File: src/rtl/wddl_pkg.sv
// Shared types and constants for the WDDL precharge/evaluate sequencer.
// The optional rail checker in the top is enabled with the WDDL_RAILCHK_EN macro.
package wddl_pkg;

    typedef enum logic [1:0] {
        IDLE = 2'd0,
        PRE  = 2'd1,
        EVAL = 2'd2,
        OUT  = 2'd3
    } wddl_phase_e;

    localparam int WDDL_PRE_CYCLES_DEF  = 2;
    localparam int WDDL_EVAL_CYCLES_DEF = 3;

    // Phase counter width: enough to reach the longer phase, plus headroom.
    function automatic int wddl_cnt_width(input int pre_cycles, input int eval_cycles);
        int longest;
        longest = (pre_cycles > eval_cycles) ? pre_cycles : eval_cycles;
        return $clog2(longest) + 1;
    endfunction

endpackage

File: src/rtl/wddl_phase_cnt.sv
// Clear/increment phase counter with a terminal-count compare against a limit
// supplied at run time, so one instance serves both the PRE and EVAL phases.
module wddl_phase_cnt #(
    parameter int CNT_W = 2
) (
    input  logic             clk_i,
    input  logic             rst_i,
    input  logic             clr_i,
    input  logic             inc_i,
    input  logic [CNT_W-1:0] limit_i,
    output logic             tc_o
);

    logic [CNT_W-1:0] cnt;

    always_ff @(posedge clk_i) begin
        if (rst_i || clr_i) begin
            cnt <= '0;
        end else if (inc_i) begin
            cnt <= cnt + 1'b1;
        end
    end

    assign tc_o = (cnt == limit_i);

endmodule

File: src/rtl/wddl_phase_ctrl.sv
// Sequencer for a WDDL dual-rail datapath: precharge, evaluate, capture, present.
// Define WDDL_RAILCHK_EN to add err_o with complement and precharge-leak checks.
module wddl_phase_ctrl
    import wddl_pkg::*;
#(
    parameter int WIDTH       = 8,
    parameter int PRE_CYCLES  = WDDL_PRE_CYCLES_DEF,
    parameter int EVAL_CYCLES = WDDL_EVAL_CYCLES_DEF
) (
    input  logic             clk_i,
    input  logic             rst_i,
    input  logic             in_valid_i,
    output logic             in_ready_o,
    input  logic [WIDTH-1:0] in_a_i,
    input  logic [WIDTH-1:0] in_b_i,
    output logic [WIDTH-1:0] dp_a_o,
    output logic [WIDTH-1:0] dp_b_o,
    output logic             prechrg_o,
    input  logic [WIDTH-1:0] dp_t_i,
    input  logic [WIDTH-1:0] dp_f_i,
    output logic             out_valid_o,
    input  logic             out_ready_i,
    output logic [WIDTH-1:0] out_data_o,
    output logic             busy_o,
`ifdef WDDL_RAILCHK_EN
    output logic             err_o,
`endif
    output wddl_phase_e      state_o
);

    localparam int CNT_W = wddl_cnt_width(PRE_CYCLES, EVAL_CYCLES);
    localparam logic [CNT_W-1:0] PRE_LAST  = CNT_W'(PRE_CYCLES - 1);
    localparam logic [CNT_W-1:0] EVAL_LAST = CNT_W'(EVAL_CYCLES - 1);

    logic             cnt_clr;
    logic             cnt_inc;
    logic             cnt_tc;
    logic [CNT_W-1:0] cnt_limit;

    // The counter only runs in PRE/EVAL; it is cleared everywhere else and on
    // its terminal count, so each phase starts from zero without wrapping.
    always_comb begin
        cnt_limit = PRE_LAST;
        cnt_inc   = 1'b0;
        if (state_o == EVAL) begin
            cnt_limit = EVAL_LAST;
        end
        if ((state_o == PRE || state_o == EVAL) && !cnt_tc) begin
            cnt_inc = 1'b1;
        end
        cnt_clr = !cnt_inc;
    end

    wddl_phase_cnt #(
        .CNT_W (CNT_W)
    ) u_phase_cnt (
        .clk_i   (clk_i),
        .rst_i   (rst_i),
        .clr_i   (cnt_clr),
        .inc_i   (cnt_inc),
        .limit_i (cnt_limit),
        .tc_o    (cnt_tc)
    );

    // Handshakes: a beat moves on a rising edge where valid and ready are both
    // high; the side holding valid keeps its data stable until that edge.
    always_ff @(posedge clk_i) begin
        if (rst_i) begin
            state_o     <= IDLE;
            prechrg_o   <= 1'b1;
            in_ready_o  <= 1'b1;
            out_valid_o <= 1'b0;
            busy_o      <= 1'b0;
            dp_a_o      <= '0;
            dp_b_o      <= '0;
            out_data_o  <= '0;
        end else begin
            case (state_o)
                IDLE: begin
                    if (in_valid_i && in_ready_o) begin
                        dp_a_o     <= in_a_i;
                        dp_b_o     <= in_b_i;
                        in_ready_o <= 1'b0;
                        busy_o     <= 1'b1;
                        state_o    <= PRE;
                    end
                end
                PRE: begin
                    if (cnt_tc) begin
                        prechrg_o <= 1'b0;
                        state_o   <= EVAL;
                    end
                end
                EVAL: begin
                    // Precharge is reasserted together with the capture, so the
                    // datapath is back to all-zero while the result is presented.
                    if (cnt_tc) begin
                        out_data_o  <= dp_t_i;
                        prechrg_o   <= 1'b1;
                        out_valid_o <= 1'b1;
                        state_o     <= OUT;
                    end
                end
                OUT: begin
                    if (out_valid_o && out_ready_i) begin
                        out_valid_o <= 1'b0;
                        in_ready_o  <= 1'b1;
                        busy_o      <= 1'b0;
                        state_o     <= IDLE;
                    end
                end
                default: begin
                    prechrg_o   <= 1'b1;
                    in_ready_o  <= 1'b1;
                    out_valid_o <= 1'b0;
                    busy_o      <= 1'b0;
                    state_o     <= IDLE;
                end
            endcase
        end
    end

`ifdef WDDL_RAILCHK_EN
    logic rail_not_compl;
    logic rail_leak;

    assign rail_not_compl = ((dp_t_i ^ dp_f_i) != {WIDTH{1'b1}});
    assign rail_leak      = ((dp_t_i | dp_f_i) != '0);

    // Sticky until reset: one bad evaluation is enough to flag the datapath.
    always_ff @(posedge clk_i) begin
        if (rst_i) begin
            err_o <= 1'b0;
        end else if (state_o == EVAL && cnt_tc && rail_not_compl) begin
            err_o <= 1'b1;
        end else if (state_o == PRE && cnt_tc && rail_leak) begin
            err_o <= 1'b1;
        end
    end
`else
    logic unused_rail;
    assign unused_rail = ^dp_f_i;
`endif

endmodule

File: config.mk
export PLATFORM = sky130hd
export DESIGN_NAME = wddl_phase_ctrl
export DESIGN_NICKNAME = d
export VERILOG_FILES = /design/src/rtl/wddl_pkg.sv /design/src/rtl/wddl_phase_cnt.sv /design/src/rtl/wddl_phase_ctrl.sv
export SDC_FILE = /design/constraint.sdc
export NUM_CORES = 1
export LEC_CHECK = 0
export ABC_AREA = 1
export CORE_UTILIZATION = 42
export DETAILED_ROUTE_END_ITERATION = 8
export PLACE_DENSITY = 0.89
export SYNTH_ARGS = -nofsm -noshare
export SYNTH_HDL_FRONTEND = slang
export SYNTH_SLANG_ARGS = --single-unit
File: constraint.sdc
create_clock -name clk_i -period 2.6 [get_ports clk_i]
set_input_delay 0.26 -clock clk_i [delete_from_list [all_inputs] [get_ports clk_i]]
set_output_delay 0.26 -clock clk_i [all_outputs]
set_load 0.1 [all_outputs]
==> reports/qor.yml, run 1 <==
detailed_placement_hpwl_um: 2120
leakagePower_nw: 0.8315
cap_viol_max_count: 0
timing.setup.critical_path_class: "reg -> reg"
final_period_minus_worst_setup_slack_ps: 1705
ant_nets: 0
drt_first_pass_iters: 6
globalplace.congestion: 0.7561
setup_violators_final: 0
h_tree_depth_reported_by_cts: 2
failed_checks: "DRC"
syn_area_um2: 1315
postCtsHoldBufs: 0
fill_cells: 238
cts_setup_buffers: 0
cts_tree: "done"
area_of_combinational_cells_with_multiple_inputs_um2: 510.5
placement_rows: 19
worst-slew-pin-transition_ps: 742.8
global_route.usage.met1_pct: 22.41
final_critical_path_setup_slack_ps: 894.8
design.die.area_um2: 3359
r2r-start: "state_o[0]"
hold_path_origin: "dp_a_o[4]"
grt_setup_unrepaired: "no"
routed_wirelength_um: 2980
maxSlewViolCount: 0
area_growth_pct: 44.72
number_of_synthesized_register_bits: 33
post-route-period-util_pct: 65.58
tritoncts_num_sinks: 33
vias: 1249
coreArea_um2: 2853
clk_pin_slew_ps: 100
initial_antenna_violation_count: 0
clk_latency_ps: 330
grt_pass1_vias: 1036
grt_util_all_layers_pct: 18.66
postLayoutCoreUtil_pct: 66.71
grt_util_met3_pct: 7.589
timing.critical_path.fanout_max: 11
dieWidth_um: 57.96
achievable-frequency_mhz: 586.4
cts-buffers-inserted: 5
first_element_of_the_critical_path: "state_o[0]"
synth_sequential_area_ratio_pct: 50.24
die_y_um: 57.96
synth.area.top_cells: "sky130_fd_sc_hd__dfxtp_1 (50%), sky130_fd_sc_hd__a21oi_1 (7.6%), sky130_fd_sc_hd__inv_1 (7.4%), sky130_fd_sc_hd__nor2_1 (6.9%), sky130_fd_sc_hd__o21ai_0 (6.1%)"
power_mw: 2.412
average_wire_per_standard_cell_um: 11.42
yosys.area.top_type_share_pct: 50.24
syn_inst: 171
cts.path.max_buffers: 2
cp-end-kind: "flip-flop"
yosysUniqueCellTypes: 17
ys_warn_count: 0
synthDominantAreaCellType: "sky130_fd_sc_hd__dfxtp_1"
hold_path_class: "reg -> reg"
vias_per_cell: 4.785
port-buffer-count: 57
root_buffer: "sky130_fd_sc_hd__clkbuf_4"
initial_core_util_pct: 46.10
global_route.peak_usage_layer: "met2"
worst_ep_required_time_ps: 2820
run_status: "finished, violations left"
synth.avg_cell_area_um2: 7.690
grt_first_pass_wirelength_um: 4650
pre_cts_ws_ps: 849.3
ir_worst_vdd_uv: 876.9
layout_cell_share_with_drive_strength_beyond_1_pct: 18.26
pin_count_of_the_biggest_net_entering_global_routing: 33
headroom_to_the_max_slew_limit_pct: 50.43
ff_latch_area_um2: 660.6
hold_viol_final: 0
ios: 66
maximum_clock_skew_at_final_layout_ps: 5.796
detailedRoute.firstIterationViolations: 57
cp_data_arrival_time_ps: 1930
grt_overflow: 0
finalNetCount: 270
powerDensity_nw_per_um2: 1267
post-route-drc-count: 5
post_cts_resized: 0
final.setup.tns_ps: 0
synthesis.nets: 212
worst_setup_path_start_kind: "flip-flop"
use_met2_pct: 29.72
antenna_cells: 0
## cell usage in the layout (no fill, tap or decap), drive strengths merged
master	count
a21oi	20
buf	31
bufinv	1
clkbuf	7
clkdlybuf4s50	27
clkinv	1
dfxtp	33
ha	5
inv	27
nand2	18
nand3	6
nor2	25
o21ai	28
xnor2	1
## sequential cells by signal (all words and copies together) (netlist names)
register / flops
prechrg_o: 1
out_data_o: 8
in_ready_o: 1
busy_o: 1
u_phase_cnt.cnt: 3
out_valid_o: 1
state_o: 2
dp_a_o: 8
dp_b_o: 8
## where the power goes
group	switching, mW	total [mW]	internal (mW)
registers	0.0733	0.693	0.620
logic	1.03	1.32	0.294
clock network	0.167	0.397	0.230
## worst max-delay path, cell delays in order (launching register included)
cell and delay [ps]:
sky130_fd_sc_hd__dfxtp_1 410, sky130_fd_sc_hd__inv_1 80, sky130_fd_sc_hd__ha_1 260, sky130_fd_sc_hd__inv_2 100, sky130_fd_sc_hd__nor2_2 40, sky130_fd_sc_hd__nand2_2 190, sky130_fd_sc_hd__clkinv_1 290, sky130_fd_sc_hd__nand2_1 140
sky130_fd_sc_hd__a21oi_1 80
## metal layers
| layer | wire (um) | vias to the layer above |
|---|---|---|
| met5 | 0 | - |
| met4 | 48 | 0 |
| met3 | 221 | 4 |
| met2 | 1466 | 39 |
| met1 | 1244 | 545 |
| li1 | - | 661 |
## metrics by stage
step                      std cells  hold WS (ps)  cell area, um2
after floorplan                 171         329.1            1315
after CTS                       261         452.1            1903
after global routing            261         465.0            1903
after detailed placement        253         437.0            1818
final                           261         447.8            1903
after global placement          253         432.9            1818
## worst paths after layout
path / to / slack [ps] / cells after the start
hold / removal: dp_a_o[4] / 450 / 2
setup / recovery: out_valid_o / 890 / 8
hold reg to reg: dp_a_o[4] / 450 / 2
setup reg to reg: out_valid_o / 890 / 8
## logic make-up after synthesis
logic type      after synthesis  share of synthesized area (%)
compound gates               48                          18.27
xor+xnor                      1                         0.6662
fa+ha+maj                     5                          4.757
buf+inv                      35                          10.94
flops                        33                          50.24
simple gates                 49                          15.13
## synth_stat cells (all sizes together)
cell / count
a21oi: 20
buf: 5
clkbuf: 2
clkinv: 1
dfxtp: 33
ha: 5
inv: 27
nand2: 18
nand3: 6
nor2: 25
o21ai: 28
xnor2: 1
## area by class of cell
class                           count  share of cell area, %
Clock buffer                        7                  2.893
Clock inverter                      1                  1.578
Inverter                           28                  5.523
Multi-Input combinational cell    103                  26.82
Sequential cell                    33                  34.71
Tap cell                           31                  2.038
Timing Repair Buffer               58                  26.43
(Power assumes the default switching activity.)
==> run 2, diff against run 1 <==
CORE_UTILIZATION = 35   (was 42)
PLACE_DENSITY = 0.79   (was 0.89)
clock period = 1.47 ns   (was 2.6 ns; I/O delays follow)
==> reports/qor.yml, run 2 (synthesis results as in run 1) <==
run_status: "complete, no violations"
area_of_combinational_cells_with_multiple_inputs_um2: 513.0  # +0.49%
cp-end-kind: "flip-flop"
setup_violators_final: 0  # unchanged
grt_overflow: 0  # unchanged
grt_first_pass_wirelength_um: 5106  # +9.8%
h_tree_depth_reported_by_cts: 2  # unchanged
finalNetCount: 274  # +1.5%
timing.critical_path.fanout_max: 8  # -3
power_mw: 4.990  # +110%
ff_latch_area_um2: 670.6  # +1.5%
layout_top_registers: "dp_a_o (8), dp_b_o (8), out_data_o (8)"
achievable-frequency_mhz: 719.3  # +23%
detailed_placement_hpwl_um: 2367  # +12%
cts_tree: "done"
most_common_cell_after_layout_fill_and_taps_aside: "sky130_fd_sc_hd__buf_12"
port-buffer-count: 57  # unchanged
antenna_cells: 0  # unchanged
timing.setup.critical_path_class: "reg -> reg"
globalplace.congestion: 0.8165  # +8.0%
hold_viol_final: 0  # unchanged
drt_first_pass_iters: 4  # -2
cp_data_arrival_time_ps: 1560  # -370 ps
hold_end: "out_valid_o"
ant_nets: 0  # unchanged
crit-reg2reg-capture: "out_data_o[0]"
worst-path-buf-inv: 3  # unchanged
worst-slew-pin-transition_ps: 180.8  # -562.0 ps
cpMaxStageDelayCell: "sky130_fd_sc_hd__dfxtp_4"
leakagePower_nw: 0.9701  # +17%
ios: 66  # unchanged
vias: 1291  # +3.4%
maximum_clock_skew_at_final_layout_ps: 7.238  # +1.442 ps
pin_count_of_the_biggest_net_entering_global_routing: 33  # unchanged
final_critical_path_setup_slack_ps: 79.78  # -815.0 ps
cap_viol_max_count: 0  # unchanged
placement_rows: 21  # +2
grt_util_all_layers_pct: 16.77  # -1.9 points
root_buffer: "sky130_fd_sc_hd__clkbuf_8"
maxSlewViolCount: 0  # unchanged
cts-buffers-inserted: 5  # unchanged
worst_ep_required_time_ps: 1640  # -1180 ps
powerDensity_nw_per_um2: 2097  # +65%
vias_per_cell: 4.611  # -3.7%
final_cell_mix: "sky130_fd_sc_hd__buf_12 (31), sky130_fd_sc_hd__dfxtp_1 (29), sky130_fd_sc_hd__clkdlybuf4s50_1 (27), sky130_fd_sc_hd__inv_1 (26), sky130_fd_sc_hd__nor2_1 (24)"
cp_slowest_stage_delay_ps: 370  # -40 ps
reg2reg_setup_slack_ps: 80  # -820 ps
pre_cts_ws_ps: -17.12  # -866.4 ps
average_wire_per_standard_cell_um: 11.38  # -0.37%
crit_chain: "inv_1 > ha_2 > inv_2 > nor2_2 > nand2_2 > buf_4 > o21ai_1 > nor2_1"
fill_cells: 284  # +19%
detailedRoute.firstIterationViolations: 52  # -8.8%
cts.path.max_buffers: 2  # unchanged
dieWidth_um: 63.30  # +9.2%
grt_setup_unrepaired: "yes"
post-route-drc-count: 0  # -5
hold_path_class: "in -> reg"
critical_path.top_delay_family: "flip-flops"
post-route-period-util_pct: 94.57  # +29 points
layout_cell_share_with_drive_strength_beyond_1_pct: 22.22  # +4.0 points
area_growth_pct: 80.97
initial_core_util_pct: 37.91  # -8.2 points
final_period_minus_worst_setup_slack_ps: 1390  # -315.0 ps
hold_path_origin: "rst_i"
worst_setup_path_start_kind: "flip-flop"
routed_wirelength_um: 3185  # +6.9%
initial_antenna_violation_count: 0  # unchanged
coreArea_um2: 3468  # +22%
ir_worst_vdd_uv: 1440  # +64%
clk_latency_ps: 280  # -50 ps
design.die.area_um2: 4006  # +19%
r2r-start: "state_o[0]"
die_y_um: 63.30  # +9.2%
tritoncts_num_sinks: 33  # unchanged
headroom_to_the_max_slew_limit_pct: 87.90  # +37 points
hold-path-cell-count: 2  # unchanged
clk_pin_slew_ps: 60  # -40 ps
grt_pass1_vias: 1190  # +15%
reg2reg_depth: 8  # unchanged
run 2: layout make-up:
cell class | count | share of cell area (%)
inverter | 28 | 4.469
sequential | 33 | 28.18
tap | 46 | 2.419
timing repair buffer | 62 | 38.70
clock buffer | 8 | 4.679
multi-input combinational | 103 | 21.56
run 2: how the worst max path moves through the flow:
stage | start | depth (start not counted) | slack, ps | endpoint
after CTS | state_o[0] | 8 | 60 | out_data_o[2]
after global routing | state_o[0] | 8 | -30 | out_data_o[0]
after floorplan | state_o[0] | 10 | -7 | out_valid_o
after detailed placement | state_o[0] | 8 | -20 | out_data_o[0]
final | state_o[0] | 8 | 80 | out_data_o[0]
after global placement | state_o[0] | 8 | 50 | out_data_o[1]
run 2: timing repair:
action | in CTS | in global routing
setup endpoints to repair | 9 | 6
resized for setup | 1 | 1
hold endpoints to repair | 0 | 0
hold buffers | 0 | 0
setup buffers | 0 | 0
cloned | 0 | 0
run 2: metrics by stage:
step / instance area [um2] / hold WS, ps / util (%) / instances / setup TNS [ps]
floorplan: 1329 / 208.7 / - / 171 / -7.258
global placement: 2267 / 459.1 / 65.37 / 272 / 0
detailed placement: 2267 / 464.2 / 65.37 / 272 / -27.23
CTS: 2380 / 460.4 / 68.61 / 280 / 0
global route: 2380 / 465.3 / 68.61 / 280 / -61.41
finish: 2380 / 465.8 / 68.61 / 280 / 0
run 2: worst reg2reg max path, cell delays in order (launching register included):
cell and delay [ps]:
sky130_fd_sc_hd__dfxtp_4 370, sky130_fd_sc_hd__inv_1 90, sky130_fd_sc_hd__ha_2 220, sky130_fd_sc_hd__inv_2 60
sky130_fd_sc_hd__nor2_2 90, sky130_fd_sc_hd__nand2_2 100, sky130_fd_sc_hd__buf_4 180, sky130_fd_sc_hd__o21ai_1 130
sky130_fd_sc_hd__nor2_1 50
run 2: where the power goes:
part,internal [mW],switching (mW)
registers,1.11,0.235
clock network,0.484,0.313
logic,1.00,1.84
total,2.60,2.39
run 2: per-layer routing:
layer,up-vias,routed length (um),GRT usage [%],part of all wire [%]
met5,-,0,0,0
met4,0,43,5.966,1.4
met3,5,158,6.884,5.0
met2,36,1659,30.78,52
met1,585,1324,16.82,42
li1,665,-,-,-
